--- config.mk ---
export PLATFORM = sky130hd
export DESIGN_NAME = register_file
export DESIGN_NICKNAME = d
export VERILOG_FILES = /design/src/rtl/rf_pkg.sv /design/src/rtl/rf_read_port.sv /design/src/rtl/register_file.sv
export SDC_FILE = /design/constraint.sdc
export NUM_CORES = 2
export LEC_CHECK = 0
export CORE_MARGIN = 5
export CORE_UTILIZATION = 58
export DETAILED_ROUTE_END_ITERATION = 12
export DONT_BUFFER_PORTS = 1
export GPL_TIMING_DRIVEN = 0
export PLACE_DENSITY = 0.76
export SYNTH_ARGS = -nofsm -noshare
export SYNTH_HDL_FRONTEND = slang
export SYNTH_SLANG_ARGS = --single-unit
--- constraint.sdc ---
create_clock -name clk -period 32.8 [get_ports clk]
set_clock_uncertainty 0.15 [all_clocks]
set_input_delay 6.56 -clock clk [delete_from_list [all_inputs] [get_ports clk]]
set_output_delay 6.56 -clock clk [all_outputs]
set_load 0.005 [all_outputs]
--- src/rtl/rf_pkg.sv ---
// Purpose: shared sizes, index/data types and the hardwired-zero index for the RV32 integer register file.
// Latency: n/a (declarations only).
// Backpressure: n/a (no handshake; constants and types only).
package rf_pkg;

  localparam int DATA_W_DEF = 32;
  localparam int ADDR_W_DEF = 5;
  localparam int NUM_REGS   = 2 ** ADDR_W_DEF;

  typedef logic [ADDR_W_DEF-1:0] reg_idx_t;
  typedef logic [DATA_W_DEF-1:0] reg_data_t;

  // x0 reads as zero and ignores writes
  localparam reg_idx_t ZERO_REG = '0;

endpackage

--- src/rtl/rf_read_port.sv ---
// Purpose: one combinational read port -- index mux, x0 zero-force, optional write-through (RF_BYPASS_EN).
// Latency: 0 cycles, rd_data follows rd_idx (and the write port when bypassing) combinationally.
// Backpressure: none; always ready, no flow control.
module rf_read_port
  import rf_pkg::*;
#(
  parameter int DATA_W = DATA_W_DEF,
  parameter int ADDR_W = ADDR_W_DEF
) (
  input  logic [2**ADDR_W-1:1][DATA_W-1:0] regs,
  input  logic [ADDR_W-1:0]                rd_idx,
`ifdef RF_BYPASS_EN
  input  logic                             wr_en,
  input  logic [ADDR_W-1:0]                wr_idx,
  input  logic [DATA_W-1:0]                wr_data,
`endif
  output logic [DATA_W-1:0]                rd_data
);

  // Select stored entry; x0 forced to zero; in-flight writeback wins when bypassing.
  always_comb begin
    rd_data = '0;
    if (rd_idx != ZERO_REG) begin
      rd_data = regs[rd_idx];
`ifdef RF_BYPASS_EN
      if (wr_en && (wr_idx == rd_idx)) begin
        rd_data = wr_data;
      end
`endif
    end
  end

endmodule

--- src/rtl/register_file.sv ---
// Purpose: RV32 integer register file, 32 x 32 bits, two combinational reads, one synchronous write; x0 hardwired zero.
// Latency: reads 0 cycles; a write is visible after the next rising clk (same cycle if RF_BYPASS_EN is defined).
// Backpressure: none; write accepted every cycle rf_we is high, reads always available.
module register_file
  import rf_pkg::*;
#(
  parameter int DATA_W = DATA_W_DEF,
  parameter int ADDR_W = ADDR_W_DEF
) (
  input  logic              clk,
  input  logic              rst,
  input  logic              rf_we,
  input  logic [ADDR_W-1:0] wR,
  input  logic [DATA_W-1:0] wD,
  input  logic [ADDR_W-1:0] rR1,
  input  logic [ADDR_W-1:0] rR2,
  output logic [DATA_W-1:0] rD1,
  output logic [DATA_W-1:0] rD2
);

  // Entry 0 is not stored: the read ports synthesise its zero value.
  logic [2**ADDR_W-1:1][DATA_W-1:0] regs;

  // Writeback commit; reset clears everything and beats a same-cycle write.
  always_ff @(posedge clk or posedge rst) begin
    if (rst) begin
      regs <= '0;
    end else if (rf_we && (wR != ZERO_REG)) begin
      regs[wR] <= wD;
    end
  end

  rf_read_port #(.DATA_W(DATA_W), .ADDR_W(ADDR_W)) u_rd1 (
    .regs    (regs),
    .rd_idx  (rR1),
`ifdef RF_BYPASS_EN
    .wr_en   (rf_we),
    .wr_idx  (wR),
    .wr_data (wD),
`endif
    .rd_data (rD1)
  );

  rf_read_port #(.DATA_W(DATA_W), .ADDR_W(ADDR_W)) u_rd2 (
    .regs    (regs),
    .rd_idx  (rR2),
`ifdef RF_BYPASS_EN
    .wr_en   (rf_we),
    .wr_idx  (wR),
    .wr_data (wD),
`endif
    .rd_data (rD2)
  );

endmodule

Word level (Yosys, flattened, before mapping)
Index checks and enable logic that the tools add are counted.
- memories: 0
- ROM bits: 0
- bits in registers: 992
- latch bits: 0
- memory bits (writable): 0
- logic and storage cells: 49
- bitwise logic cells: 0
- multiplexer cells: 9
- add/sub/neg operators: 0
- equality and inequality tests: 0
- shift-type cells: 0
- reductions and logical operators: 5
- multipliers: 0
- div/mod/pow operators: 0
- order comparisons: 4
- operators with widths (cell ; count):
    bitwise mux 992 bit ; 1
    binary-select mux 32 bit (select 5 bit) ; 2
    demux 32 bit (select 5 bit) ; 1
    two-way mux 32 bit ; 5
    less-than comparator 5 x 6 -> 1 bit (second input constant) ; 3
    nonzero test 5 bit ; 3
    >= comparator 5 x 1 -> 1 bit (second input constant) ; 1
    logical AND 1 bit ; 2

Longest topological paths before layout
- depth after elaboration: 5
- depth in mapped cells: 9

Hierarchy
Synthesis repeated with hierarchy kept, for this count alone.
- cells, all modules: 4086
- area total of the unflattened synthesis: 53988.0 µm²
- by module, submodules not included (module ; cells each ; times used ; area each (µm²)):
    register_file ; 2224 ; 1 ; 37156.9
    rf_read_port ; 931 ; 2 ; 8415.6

Least setup slack after synthesis
OpenSTA, ideal clock, no wires.
- kind: input to output
- start point: input rR1[0]
- end point: output rD1[16]
- setup slack: 18108 ps
- cell stages on the path: 5
- data required time: 26090 ps
- path buffers: 1
- arrival time: 7982 ps
- path through: buf_2 > mux4_2 > mux2_2 > a221oi_1 > nor3_1
- longest elaborated chain between the ends: 3
- elaborated cells on any way between the ends: 4
- those cells by class: mux (3); reduce/logical (1)
- ends and longest elaborated chain (element ; line ; source):
    start: declaration ; register_file.sv:15 ; input logic [ADDR_W-1:0] rR1,
    binary-select mux 32 bit (select 5 bit) ; rf_read_port.sv:24 ; rd_data = regs[rd_idx];
    two-way mux 32 bit (implied by the code) ; rf_read_port.sv:24 ;
    two-way mux 32 bit * ; rf_read_port.sv:23 ; if (rd_idx != ZERO_REG) begin
    end: declaration ; register_file.sv:17 ; output logic [DATA_W-1:0] rD1,
Mark *: on every way between the ends. The rest lies on a longest branch, timed or not. The select of a mux whose other input is x is not followed.

Final worst setup path
- start point: input rR2[2]
- end point: output rD2[15]
- longest elaborated chain between the ends: 3
- elaborated cells on any way between the ends: 4
- those cells by class: mux (3); reduce/logical (1)
- ends and longest elaborated chain (element ; line ; source):
    start: declaration ; register_file.sv:16 ; input logic [ADDR_W-1:0] rR2,
    binary-select mux 32 bit (select 5 bit) ; rf_read_port.sv:24 ;
    two-way mux 32 bit (implied by the code) ; rf_read_port.sv:24 ;
    two-way mux 32 bit * ; rf_read_port.sv:23 ;
    end: declaration ; register_file.sv:18 ; output logic [DATA_W-1:0] rD2
Marked as above.

==> impl_metrics.csv <==
group,metric,value,unit
timing,fmax,0.0596,GHz
hold_path,worst_hold_path_type,"flip-flop to flip-flop",
clock_tree,cts_root_buf,"clkbuf_16",
timing,setup-tns-final,0,ns
route,wl,194,mm
worst_setup_path,critical_path.endpoint_type,"output port",
route,detail_route.vias_per_cell,7.29,
place,place.detailed.hpwl,138,mm
synth,synth.most_common_cell,"mux2_2",
run,maxCapViolations,0,
clock_tree,clockBufferDepth,3,
synth,postSynthCellCount,4048,
worst_setup_path,cpMaxStageDelayCell,"nor3_1",
worst_setup_path,worstPathArrival,10.06,ns
grt,antenna_found_initial,8,
synth,ys_ff_latch,992,
timing,finalSetupViolations,0,
layout,reg.largest.list,"regs (992)",
timing,setup_repair_after_global_routing_missed_its_margin,"false",
synth,synth-main-ff-cell,"dfrtp_1",
floorplan,initial_core_util,0.584,
worst_setup_path,worst-path-buf-inv,3,
clock_tree,cts-resized-gates,0,
route,drtAntennaViolNets,0,
synth,ys_top_cells_by_area,"dfrtp_1 46%, mux2_2 24%, mux2i_1 11%",
status,status,"finished, final reports clean",
timing,post-route-min-period,16.77,ns
synth,avgSynthCellArea,13.2,um^2
synth,post-synth-top-area-cell,"dfrtp_1",
clock_tree,cts_num_sinks,992,
clock_tree,worstSkewPairLatency,0.69,ns
place,place.port_buffers,0,
layout,syn_to_final_growth,10.4,%
synth,synth_seq_area_share,0.463,
floorplan,dieArea,98500,um^2
grt,grt_pass1_vias,39609,
timing,slew_headroom,0.0745,
worst_setup_path,crit_path_cell_trace,"buf_2 > clkbuf_1 > nand2_1 > clkbuf_1 > o22ai_1 > nor3_1 > nor3_1",
power_and_ir_drop,overall_power_after_layout,3.67,mW
floorplan,number_of_core_rows,111,
layout,largest-register,"regs",
place,pre_cts_ws,16.38,ns
layout,multi_input_area,26700,um^2
route,drt_pass1_iterations,8,
clock_tree,clkTransAtPathRegs,0.06,ns
layout,regArea,24800,um^2
clock_tree,cts_inserted_buffers,104,
route,drtIter0Drc,5663,
clock_tree,tritoncts,"done",
place,gpl.final_weighted_congestion,1.02,
worst_setup_path,critical_path.top_delay_family,"simple AND/OR/NAND/NOR gates",
power_and_ir_drop,power.density,62.0,nW/um^2
synth,ys_async_sr_fraction,1.00,
clock_tree,cts-htree-levels,3,
layout,largest_reg_flops,992,
synth,yosysTopAreaCellShare,0.463,
power_and_ir_drop,peakVddDrop,51.2,uV
synth,syn-num-nets,4098,
timing,timing_max_transition_violations_final,0,
grt,grt_usage,0.384,
layout,layout.nets,4232,
worst_setup_path,cp_max_fo,10,
floorplan,io-pin-count,114,
timing,timing_worst_slew_pin_value,1.39,ns
worst_setup_path,critical_path.startpoint_type,"primary input",
synth,synth_warnings,0,
layout,filler_cell_count,6958,
floorplan,die_height,314,um
layout,stdcell_count,5460,
clock_tree,post_cts_hold_buffer_count,0,
timing,post-route-period-util,0.511,
grt,grt_max_degree,45,
grt,grt_pass1_wl,275,mm
clock_tree,post-cts-setup-buffers,0,
worst_setup_path,critPathRequiredTime,26.09,ns
worst_setup_path,path_class,"primary input to output port",
synth,mappedNetlistArea,53600,um^2
worst_setup_path,cpPeakStageDelay,0.95,ns
floorplan,design.core.area,91700,um^2
grt,grt-ovfl-total,0,
route,wl_per_cell,35.5,um
synth,synth_cell_type_count,34,
timing,hold_violations,0,
power_and_ir_drop,leakagePower,26.5,nW
route,drt_drc_violations_left,0,
floorplan,chip_width,314,um
timing,post-route-worst-setup-slack,16.03,ns
layout,drive_above_1_share,0.379,
synth,yosys-top-cells-count,"1120 x mux2_2, 992 x dfrtp_1, 602 x mux2i_1, 256 x o22ai_1, 212 x clkbuf_1",
route,dr_total_vias,39800,
synth,synth_enable_flop_cells,0,
place,dpl.cell_count,5262,
power breakdown:
group | leakage, nW | internal [mW] | switching (mW)
sequential | 12.7 | 1.46 | 0.185
combinational | 12.1 | 0.406 | 0.378
clock | 1.73 | 0.721 | 0.511
total | 26.5 | 2.59 | 1.07
final timing paths:
kind | startpoint | endpoint | slack (ns) | cells after the start
worst max-delay path | rR2[2] | rD2[15] | 16.03 | 7
worst min register to register | regs[246] | regs[246] | 0.37 | 1
worst max register to register | regs[967] | regs[967] | 31.83 | 1
max in group asynchronous | rst | regs[643] | 24.74 | 8
worst min-delay path | regs[246] | regs[246] | 0.37 | 1
min in group asynchronous | rst | regs[311] | 5.63 | 1
per-layer routing:
layer / track usage / share of wire / wire length (um)
met2: 0.549 / 0.42 / 81700
met5: 0.00791 / 0.00053 / 103
met3: 0.153 / 0.14 / 27200
met4: 0.229 / 0.076 / 14800
met1: 0.494 / 0.36 / 70100
area by class of cell:
class,count,share of cell area
Clock inverter,18,0.00423
Tap cell,1186,0.0251
Buffer,424,0.0341
Clock buffer,173,0.0553
Inverter,3,0.000254
Sequential cell,992,0.420
Antenna cell,7,0.000296
Multi-Input combinational cell,2629,0.452
Timing Repair Buffer,28,0.00948
through the flow:
step	util	area (um^2)	hold slack (ns)
after floorplan	-	53600	0.341
after global placement	0.601	55000	0.350
after detailed placement	0.607	55600	0.361
after CTS	0.645	59100	0.375
after global routing	0.645	59100	0.390
final	0.645	59100	0.375
logic make-up (layout without fill, tap and decap cells):
| family | count (synthesis) | in the layout | synth area share |
|---|---|---|---|
| DFF | 992 | 992 | 0.463 |
| muxes | 1869 | 1869 | 0.410 |
| other | 0 | 7 | 0 |
| buffers and inverters | 427 | 646 | 0.0379 |
| AOI/OAI and AO/OA | 449 | 449 | 0.0603 |
| and+or+nand+nor | 311 | 311 | 0.0285 |
cells in the final DEF, fill, tap and decap left out, types with 30 or more instances in the layout:
cell	count
dfrtp_1	992
nand2_1	72
a221o_1	64
mux2_2	1120
mux2i_1	602
mux4_2	147
buf_4	34
buf_1	61
a21oi_1	31
nor3_1	173
clkbuf_1	246
o22ai_1	256
a32oi_1	31
clkbuf_8	30
clkbuf_16	109
buf_2	93
(Power assumes the default switching activity.)
